===== src/rtl/mem_pkg.sv =====
// Shared types and helpers for the memory-access stage.
package mem_pkg;

  localparam int XLEN = 64;

  // Load type encodings
  localparam logic [2:0] LT_LB  = 3'b000;
  localparam logic [2:0] LT_LH  = 3'b001;
  localparam logic [2:0] LT_LW  = 3'b010;
  localparam logic [2:0] LT_LD  = 3'b011;
  localparam logic [2:0] LT_LBU = 3'b100;
  localparam logic [2:0] LT_LHU = 3'b101;
  localparam logic [2:0] LT_LWU = 3'b110;

  // Store type encodings
  localparam logic [1:0] ST_SB = 2'b00;
  localparam logic [1:0] ST_SH = 2'b01;
  localparam logic [1:0] ST_SW = 2'b10;
  localparam logic [1:0] ST_SD = 2'b11;

  typedef enum logic {IDLE, BUSY} state_t;

  // Access size in bytes (1/2/4/8). The low two bits of the load type give
  // log2(size) for every encoding, including the unsigned ones and 111 (ld).
  function automatic logic [3:0] access_size(input logic       is_store,
                                             input logic [2:0] load_type,
                                             input logic [1:0] store_type);
    logic [1:0] log_size;
    log_size = is_store ? store_type : load_type[1:0];
    return 4'd1 << log_size;
  endfunction

  // Contiguous byte mask of the given size, starting at lane 0.
  function automatic logic [7:0] size_mask(input logic [3:0] size);
    logic [8:0] mask;
    mask = (9'd1 << size) - 9'd1;
    return mask[7:0];
  endfunction

endpackage


===== src/rtl/mem_align.sv =====
// Byte-lane alignment: store lane placement, load extraction/extension and
// misalignment detection for a single 64-bit doubleword.
module mem_align
  import mem_pkg::*;
(
  input  logic [2:0]      offset,
  input  logic            is_store,
  input  logic [2:0]      load_type,
  input  logic [1:0]      store_type,
  input  logic [XLEN-1:0] store_data,
  input  logic [XLEN-1:0] load_raw,
  output logic [7:0]      byte_en,
  output logic [XLEN-1:0] wdata,
  output logic [XLEN-1:0] load_data,
  output logic            misaligned
);

  logic [3:0]      size;
  logic [XLEN-1:0] lane;

  // Lane placement for stores and lane extraction/extension for loads
  always_comb begin
    // NOTE: every output gets a default first so no path leaves it unassigned (no latch).
    load_data  = '0;
    size       = access_size(is_store, load_type, store_type);
    misaligned = ({1'b0, offset} + size) > 4'd8;
    byte_en    = is_store ? (size_mask(size) << offset) : 8'hFF;
    wdata      = store_data << {offset, 3'b000};
    lane       = load_raw >> {offset, 3'b000};
    case (load_type)
      LT_LB:   load_data = {{56{lane[7]}},  lane[7:0]};
      LT_LH:   load_data = {{48{lane[15]}}, lane[15:0]};
      LT_LW:   load_data = {{32{lane[31]}}, lane[31:0]};
      LT_LBU:  load_data = {56'd0, lane[7:0]};
      LT_LHU:  load_data = {48'd0, lane[15:0]};
      LT_LWU:  load_data = {32'd0, lane[31:0]};
      default: load_data = lane;  // ld and the unused 111 encoding
    endcase
  end

endmodule


===== src/rtl/mem_access.sv =====
// Memory-access pipeline stage: turns loads/stores into a req/ack cache
// transaction, extends load data and forwards a writeback packet.
module mem_access
  import mem_pkg::*;
#(
  parameter int BUS_DATA_WIDTH = 64,
  parameter int ADDR_WIDTH     = 64
) (
  input  logic                      clk,
  input  logic                      reset_n,
  input  logic                      inValid,
  input  logic [BUS_DATA_WIDTH-1:0] inResult,
  input  logic [BUS_DATA_WIDTH-1:0] inDataReg2,
  input  logic                      inMemRead,
  input  logic                      inMemWrite,
  input  logic                      inMemOrReg,
  input  logic                      inRegWrite,
  input  logic [4:0]                inDestRegister,
  input  logic [2:0]                inLoadType,
  input  logic [1:0]                inStoreType,
  output logic                      outMemReq,
  output logic                      outMemWe,
  output logic [ADDR_WIDTH-1:0]     outMemAddr,
  output logic [BUS_DATA_WIDTH-1:0] outMemWdata,
  output logic [7:0]                outMemByteEn,
  input  logic                      inMemAck,
  input  logic [BUS_DATA_WIDTH-1:0] inMemRdata,
  output logic                      outStall,
  output logic                      outValid,
  output logic                      outRegWrite,
  output logic [4:0]                outDestRegister,
  output logic [BUS_DATA_WIDTH-1:0] outWriteData,
  output logic                      outMisaligned
);

  state_t                    state;
  logic [2:0]                lat_offset;
  logic [2:0]                lat_load_type;
  logic [4:0]                lat_rd;
  logic                      lat_reg_write;
  logic                      lat_mem_or_reg;
  logic [BUS_DATA_WIDTH-1:0] lat_result;

  logic                      mem_op;
  logic [2:0]                align_offset;
  logic [2:0]                align_load_type;
  logic [7:0]                align_byte_en;
  logic [BUS_DATA_WIDTH-1:0] align_wdata;
  logic [BUS_DATA_WIDTH-1:0] align_load_data;
  logic                      align_misaligned;

  assign mem_op = inMemRead | inMemWrite;

  // In BUSY the aligner extracts load data using the latched offset/type;
  // in IDLE it encodes the incoming instruction.
  assign align_offset    = (state == BUSY) ? lat_offset    : inResult[2:0];
  assign align_load_type = (state == BUSY) ? lat_load_type : inLoadType;

  mem_align u_align (
    .offset     (align_offset),
    .is_store   (inMemWrite),
    .load_type  (align_load_type),
    .store_type (inStoreType),
    .store_data (inDataReg2),
    .load_raw   (inMemRdata),
    .byte_en    (align_byte_en),
    .wdata      (align_wdata),
    .load_data  (align_load_data),
    .misaligned (align_misaligned)
  );

  // Stall upstream in the accept cycle and for every BUSY cycle without ack
  always_comb begin
    outStall = 1'b0;
    case (state)
      IDLE:    outStall = inValid & mem_op & ~align_misaligned;
      BUSY:    outStall = ~inMemAck;
      default: outStall = 1'b0;
    endcase
  end

  // Two-state transaction FSM with registered cache and writeback outputs
  always_ff @(posedge clk or negedge reset_n) begin
    if (!reset_n) begin
      // NOTE: sequential state uses non-blocking assignments so all registers update together.
      state           <= IDLE;
      outMemReq       <= 1'b0;
      outMemWe        <= 1'b0;
      outMemAddr      <= '0;
      outMemWdata     <= '0;
      outMemByteEn    <= '0;
      outValid        <= 1'b0;
      outRegWrite     <= 1'b0;
      outDestRegister <= '0;
      outWriteData    <= '0;
      outMisaligned   <= 1'b0;
      lat_offset      <= '0;
      lat_load_type   <= '0;
      lat_rd          <= '0;
      lat_reg_write   <= 1'b0;
      lat_mem_or_reg  <= 1'b0;
      lat_result      <= '0;
    end else begin
      outValid      <= 1'b0;
      outRegWrite   <= 1'b0;
      outMisaligned <= 1'b0;
      case (state)
        IDLE: begin
          if (inValid) begin
            if (!mem_op) begin
              outValid        <= 1'b1;
              outRegWrite     <= inRegWrite;
              outWriteData    <= inResult;
              outDestRegister <= inDestRegister;
            end else if (align_misaligned) begin
              outValid        <= 1'b1;
              outMisaligned   <= 1'b1;
              outWriteData    <= inResult;
              outDestRegister <= inDestRegister;
            end else begin
              state          <= BUSY;
              outMemReq      <= 1'b1;
              outMemWe       <= inMemWrite;
              outMemAddr     <= {inResult[ADDR_WIDTH-1:3], 3'b000};
              outMemWdata    <= align_wdata;
              outMemByteEn   <= align_byte_en;
              lat_offset     <= inResult[2:0];
              lat_load_type  <= inLoadType;
              lat_rd         <= inDestRegister;
              lat_reg_write  <= inRegWrite & ~inMemWrite;
              lat_mem_or_reg <= inMemOrReg & ~inMemWrite;
              lat_result     <= inResult;
            end
          end
        end
        BUSY: begin
          if (inMemAck) begin
            state           <= IDLE;
            outMemReq       <= 1'b0;
            outValid        <= 1'b1;
            outRegWrite     <= lat_reg_write;
            outDestRegister <= lat_rd;
            outWriteData    <= lat_mem_or_reg ? align_load_data : lat_result;
          end
        end
        default: state <= IDLE;
      endcase
    end
  end

endmodule


===== config.mk =====
export PLATFORM = sky130hd
export DESIGN_NAME = mem_access
export DESIGN_NICKNAME = d
export VERILOG_FILES = /design/src/rtl/mem_pkg.sv /design/src/rtl/mem_align.sv /design/src/rtl/mem_access.sv
export SDC_FILE = /design/constraint.sdc
export NUM_CORES = 1
export LEC_CHECK = 0
export ABC_AREA = 1
export ABC_CLOCK_PERIOD_IN_PS = 4300
export CAP_MARGIN = 20
export CORE_AREA = 2 2 165 167
export CTS_CLUSTER_SIZE = 8
export DETAILED_ROUTE_END_ITERATION = 7
export DIE_AREA = 0 0 167 169
export DONT_BUFFER_PORTS = 1
export GPL_TIMING_DRIVEN = 0
export HOLD_SLACK_MARGIN = 0.15
export PLACE_DENSITY = 0.69
export SLEW_MARGIN = 20
export SYNTH_ARGS = -nofsm -noshare
export SYNTH_HDL_FRONTEND = slang
export SYNTH_SLANG_ARGS = --single-unit

===== constraint.sdc =====
create_clock -name clk -period 4.3 [get_ports clk]
set_clock_uncertainty 0.1 [all_clocks]
set_input_delay 0.645 -clock clk [delete_from_list [all_inputs] [get_ports clk]]
set_output_delay 0.645 -clock clk [all_outputs]
set_load 0.02 [all_outputs]

==> results.yml, run 1 <==
sta:
  hold_violations: 221
  setup_viol: 0
  setup_tns_ns: 0
  slew_headroom_pct: 44.8
  holdWs_ns: -0.345
  timing.final.crit_share_pct: 97.6
  period_needed_ns: 4.20
  slew_viol_final: 0
  fmax_mhz: 238
  tightestPinTransition_ns: 0.828
  grt_setup_unrepaired: "false"
  fin_ws_ns: 0.105
yosys:
  yosys.area.top_type: "dfrtp_1"
  synth_top_area_share_pct: 38.9
  postSynthAreaPerCell_um2: 6.67
  synthTopCellsByArea: "dfrtp_1 39%, nand2_1 16%, nand3_1 7.6%"
  synth_cells: 2133
  synth_area_um2: 14200
  ys_seq_area_share_pct: 38.9
  synth_warnings: 0
  yosysUniqueCellTypes: 36
  synth-seq-cells: 221
cts:
  clock_latency_ns: 0.58
  hold_buffers: 33
  path_clk_slew_ns: 0.06
  clock-sinks: 221
  cts_root_buf: "clkbuf_16"
  tritoncts: "yes"
  cts_made_buffers: 31
  ctsLongestPathBuffers: 3
  htreeDepth: 1
placed_design:
  dpl.hpwl_um: 48700
  place_ws_ns: -0.486
  place_congestion: 1.01
  portBuffers: 0
detailed_routing:
  vias_per_cell: 6.36
  routedWlPerCell_um: 25.0
  route.vias.total: 16200
  antenna_left: 0
  first_pass_iters: 6
  drt-total-wl_um: 63500
  remaining_drc_errors: 0
  drtIter0Drc: 2001
global_routing:
  antenna_found_initial: 5
  first_global_vias: 15400
  grt_pass1_wl_um: 93800
  grtUsageTotal_pct: 43.6
  gr-total-overflow: 0
  grt_max_degree: 222
critical_path:
  start_kind: "flip-flop"
  path_cells: "buf_6 > o21ai_4 > buf_4 > buf_2 > buf_4 > ha_1 > nand3_1 > nand3_1 > nand3_1 > nand3_2 > nand2_4 > buf_12 > o21ai_2"
  end_kind: "primary output"
  cpMostUsedCell: "nand3_1"
  path_buf_inv: 5
  worstPathRequired_ns: 3.56
  cp_max_fo: 19
  cpPeakStageDelay_ns: 0.44
  crit_slowest_cell: "dfrtp_2"
  arrival_ns: 3.45
  critPathKind: "reg -> out"
  path_delay_family: "buffers and inverters"
finish:
  fin_nets: 2413
  reg_top3: "outMemWdata (64), outWriteData (64), lat_result (62)"
  final_common_cell: "nand2_1"
  drive_gt1_share_pct: 7.86
  final_cell_mix: "611 x nand2_1, 266 x nor2_1, 220 x dfrtp_1, 215 x nand3_1, 170 x o21ai_0"
  area_growth_pct: 11.4
  fin_util_pct: 59.8
die:
  ios: 421
  rows: 60
  dieHeight_um: 169
  die_w_um: 167
  die_area_um2: 28200
  fp.coreArea_um2: 26500
  start_util_pct: 53.7
status:
  violations: "negative hold slack"
  status: "complete, but fails checks"
hold_path:
  min_path_type: "in -> async"
run:
  cap_violations: 0
pwr:
  ir_drop_v: 0.000609
  p_leak_uw: 0.00766
  p_per_area_nw_per_um2: 924
-- metrics by stage --
step	power (uW)	area (um^2)	instances
finish	14600	15800	2544
global route	15400	15800	2542
CTS	14300	15800	2539
detailed placement	12100	14700	2476
global placement	12000	14700	2476
floorplan	9660	14200	2135
-- area by class of cell --
| type | count | area [um^2] |
|---|---|---|
| Fill cell | 2507 | 10700 |
| Multi-Input combinational cell | 1601 | 7320 |
| Sequential cell | 221 | 5530 |
| Buffer | 166 | 866 |
| Clock buffer | 33 | 793 |
| Inverter | 143 | 539 |
| Tap cell | 341 | 427 |
| Timing Repair Buffer | 35 | 345 |
| Clock inverter | 1 | 8.76 |
| Antenna cell | 3 | 7.51 |
-- logic make-up (layout without fill, tap and decap cells) --
group | after synthesis | after routing | synth area share (%)
AND/OR/NAND/NOR | 1162 | 1162 | 33.9
multiplexers | 1 | 1 | 0.0704
buffers and inverters | 313 | 378 | 9.85
flip-flops | 221 | 221 | 38.9
AO/OA/AOI/OAI | 431 | 431 | 16.8
adder cells (fa/ha/maj) | 4 | 4 | 0.405
other | 1 | 6 | 0.0264
-- where the power goes --
part	switching [uW]	leakage [uW]	total [uW]	internal (uW)
Combinational	5180	0.00459	7390	2210
Sequential	2020	0.00268	5100	3080
Clock	881	0.000395	2150	1270
-- worst paths after layout --
| path | startpoint | depth (start not counted) | slack, ns | endpoint |
|---|---|---|---|---|
| max | state | 13 | 0.10 | outStall |
| min in group clk | inDestRegister[0] | 2 | 0.15 | lat_rd[0] |
| max in group asynchronous | reset_n | 0 | 3.95 | outMemWdata[27] |
| max reg2reg | state | 15 | 0.14 | lat_result[33] |
| min reg2reg | lat_offset[1] | 2 | 0.38 | lat_offset[1] |
| min | reset_n | 0 | -0.34 | outMemWdata[46] |
-- worst register-to-register path, stage by stage (launching register included) --
cell and delay, ns:
dfrtp_2 0.44, buf_6 0.17, o21ai_4 0.28, buf_4 0.25, buf_2 0.27, buf_4 0.25
ha_1 0.25, nand3_1 0.08, nand3_1 0.10, nand3_1 0.11, nand3_2 0.13, nand2_4 0.18
buf_4 0.17, buf_2 0.32, clkbuf_1 0.62, o21ai_0 0.25
-- cells in the mapped netlist (all sizes together) --
cell / count
nand2: 620
fa: 1
dfrtp: 221
inv: 143
o211ai: 33
nand4: 32
buf: 112
a32oi: 6
o21ai: 197
nor2: 270
o32ai: 1
o31ai: 19
o21a: 3
nor3: 12
o22ai: 2
mux2i: 1
ha: 3
a22oi: 6
nand3: 218
a21oi: 134
or2: 5
o21bai: 1
nand3b: 5
a31oi: 29
conb: 1
clkbuf: 58
-- layer usage --
layer / track usage, % / vias to the layer above / share of wire, %
li1: - / 7132 / -
met1: 55.0 / 7628 / 37
met2: 69.2 / 1181 / 44
met3: 12.6 / 232 / 13
met4: 20.8 / 2 / 5.9
met5: 0 / - / 0.025
-- timing repair --
action	in CTS	in global routing
endpoints found under the hold margin	253	221
setup endpoints to repair	3	1
gates resized for setup	10	5
buffers inserted	0	2
pin swaps	0	1
(Power assumes the default switching activity.)
==> inputs of run 2 (changes only) <==
--- a/config.mk
+++ b/config.mk
@@ -5,17 +5,16 @@
 export SDC_FILE = /design/constraint.sdc
 export NUM_CORES = 1
 export LEC_CHECK = 0
-export ABC_AREA = 1
 export ABC_CLOCK_PERIOD_IN_PS = 4300
 export CAP_MARGIN = 20
-export CORE_AREA = 2 2 165 167
+export CORE_AREA = 2 2 162 164
 export CTS_CLUSTER_SIZE = 8
 export DETAILED_ROUTE_END_ITERATION = 7
-export DIE_AREA = 0 0 167 169
+export DIE_AREA = 0 0 164 166
 export DONT_BUFFER_PORTS = 1
 export GPL_TIMING_DRIVEN = 0
 export HOLD_SLACK_MARGIN = 0.15
-export PLACE_DENSITY = 0.69
+export PLACE_DENSITY = 0.65
 export SLEW_MARGIN = 20
 export SYNTH_ARGS = -nofsm -noshare
 export SYNTH_HDL_FRONTEND = slang
==> run 2 against run 1 <==
Against the previous run: the flow still finishes with violations (negative hold slack); critical path depth shrank 2; cell count decreased by 18%; wire length is 0.46% lower; combinational power decreased by 17%; worst setup slack got worse by 0.069 ns; register-to-register slack got worse by 0.04 ns; sequential power about the same; total power is 8.6% lower; sequential share of layout area is 1.5 points higher; critical endpoint unchanged.
==> results.yml, run 2 <==
cts:
  hold_buffers: 82
  htreeDepth: 1
  clock-sinks: 221
  path_clk_slew_ns: 0.06
  cts_made_buffers: 31
  cts_root_buf: "clkbuf_16"
  clock_latency_ns: 0.57
  tritoncts: "yes"
  ctsLongestPathBuffers: 3
pwr:
  ir_drop_v: 0.000599
  p_int_uw: 6280
  p_leak_uw: 0.00697
  switching_share_pct: 53.0
  power.share.clock_pct: 16.2
  p_per_area_nw_per_um2: 881
  power_frac_seq_pct: 38.2
  power_switching_uw: 7090
  comb_power_share_pct: 45.6
yosys:
  synth-async-reset-ratio_pct: 100
  synth_cells: 1617
  ys_seq_area_share_pct: 43.1
  netlist_top_cells_count: "490 x nand2_1, 221 x dfrtp_1, 129 x nor2_1"
  synthTopCellsByArea: "dfrtp_1 43%, nand2_1 14%, mux2i_1 7.3%"
  synth_top_area_share_pct: 43.1
  synth-seq-cells: 221
  synth_ff_type: "dfrtp_1"
  yosys.area.top_type: "dfrtp_1"
  synth_area_um2: 12800
  postSynthAreaPerCell_um2: 7.94
  synth_edf_count: 0
  synth_warnings: 0
  synth.most_common_cell: "nand2_1"
  yosysUniqueCellTypes: 52
die:
  fp.coreArea_um2: 25600
  die_area_um2: 27200
  rows: 59
  start_util_pct: 50.1
  die_w_um: 164
  ios: 421
  dieHeight_um: 166
critical_path:
  path_delay_family: "buffers and inverters"
  cpMostUsedCell: "buf_2"
  crit_slowest_cell: "fa_2"
  end_kind: "primary output"
  critPathKind: "reg -> out"
  path_buf_inv: 5
  cp_max_fo: 19
  arrival_ns: 3.52
  r2r_end: "lat_result[15]"
  rrSetupSlack_ns: 0.10
  worstReg2RegStart: "state"
  worstPathRequired_ns: 3.56
  r2r_cells: 15
  start_kind: "flip-flop"
  path_cells: "buf_6 > mux2i_4 > buf_2 > buf_2 > fa_2 > nand3b_1 > nand3_2 > nand2b_4 > buf_12 > clkbuf_16 > o21ai_4"
  cpPeakStageDelay_ns: 0.51
sta:
  holdWs_ns: -0.331
  fin_ws_ns: 0.0359
  tightestPinTransition_ns: 0.926
  timing.final.crit_share_pct: 99.2
  setup_tns_ns: 0
  hold_violations: 221
  period_needed_ns: 4.26
  fmax_mhz: 235
  setup_viol: 0
  slew_headroom_pct: 38.1
  slew_viol_final: 0
detailed_routing:
  route.vias.total: 13900
  remaining_drc_errors: 0
  first_pass_iters: 8
  antenna_left: 0
  vias_per_cell: 6.68
  routedWlPerCell_um: 30.4
  drt-total-wl_um: 63200
  drtIter0Drc: 1998
placed_design:
  place_congestion: 1.01
  dp_cells: 1956
  place_ws_ns: -1.81
  dpl.hpwl_um: 47400
  portBuffers: 0
global_routing:
  grt_max_degree: 222
  grt_pass1_wl_um: 92100
  antenna_found_initial: 5
  first_global_vias: 14100
  grtUsageTotal_pct: 46.0
  gr-total-overflow: 0
status:
  violations: "negative hold slack"
  status: "complete, but fails checks"
finish:
  fin_util_pct: 59.2
  final_common_cell: "nand2_1"
  drive_gt1_share_pct: 7.40
  reg_top3: "outMemWdata (64), outWriteData (64), lat_result (62)"
  layoutNonFillerInstCount: 2082
  area_growth_pct: 18.2
  final_cell_mix: "490 x nand2_1, 221 x dfrtp_1, 128 x nor2_1, 111 x a21oi_1, 109 x nand3_1"
  fin_nets: 1958
run:
  cap_violations: 0
hold_path:
  min_path_type: "in -> async"
==> run 2: final cells by class <==
| cell class | instances | area [um^2] |
|---|---|---|
| diodes | 3 | 7.51 |
| inverters | 8 | 32.5 |
| clock buffers | 31 | 776 |
| plain buffers | 130 | 656 |
| flip-flops and latches | 221 | 5530 |
| multi-input cells | 1254 | 6800 |
| repair buffers | 98 | 941 |
| fillers | 2338 | 10400 |
| clock inverters | 2 | 13.8 |
| well taps | 335 | 419 |
==> run 2: power by group through the flow <==
stage / Sequential [uW] / Combinational, uW / Clock, uW
finish: 5110 / 6100 / 2170
floorplan: 4740 / 3750 / 0
detailed placement: 5100 / 5580 / 0
global route: 5200 / 6540 / 2250
CTS: 5090 / 5780 / 2150
global placement: 5090 / 5470 / 0
==> run 2: worst max-delay path by stage <==
stage | startpoint | endpoint | slack (ns) | depth (start not counted)
floorplan | inLoadType[1] | outStall | 0.07 | 15
global route | state | outStall | -0.02 | 15
CTS | state | outStall | -0.05 | 15
detailed placement | inResult[1] | outStall | -1.81 | 12
finish | state | outStall | 0.04 | 11
global placement | inResult[1] | outStall | -1.72 | 12
==> run 2: routing by layer <==
layer | vias to the layer above | wire, um | global-route usage [%]
li1 | 5858 | - | -
met1 | 6669 | 22900 | 57.5
met2 | 1131 | 27200 | 68.9
met3 | 239 | 9390 | 19.0
met4 | 2 | 3640 | 22.0
met5 | - | 13 | 0
==> run 2: logic make-up after synthesis <==
kind of cell,Yosys count,synth area share [%]
AOI/OAI and AO/OA,362,17.2
DFF,221,43.1
other,1,0.0292
and+or+nand+nor,775,24.7
buffers and inverters,144,4.78
xor gates and xnor gates,1,0.0682
muxes,109,9.71
adders and majority gates,4,0.448
==> run 2: repair_timing <==
| action | in CTS | in global routing |
|---|---|---|
| resized for setup | 35 | 23 |
| endpoints found under the setup margin | 220 | 131 |
| buffers inserted | 5 | 9 |
| hold endpoints to repair | 307 | 221 |
| pin swaps | 2 | 2 |
==> run 2: stage by stage <==
stage          area, um^2  power [uW]
6_report            15200       13400
3_5_place_dp        13300       10700
3_3_place_gp        13300       10600
5_1_grt             15200       14000
2_1_floorplan       12800        8490
4_1_cts             15100       13000
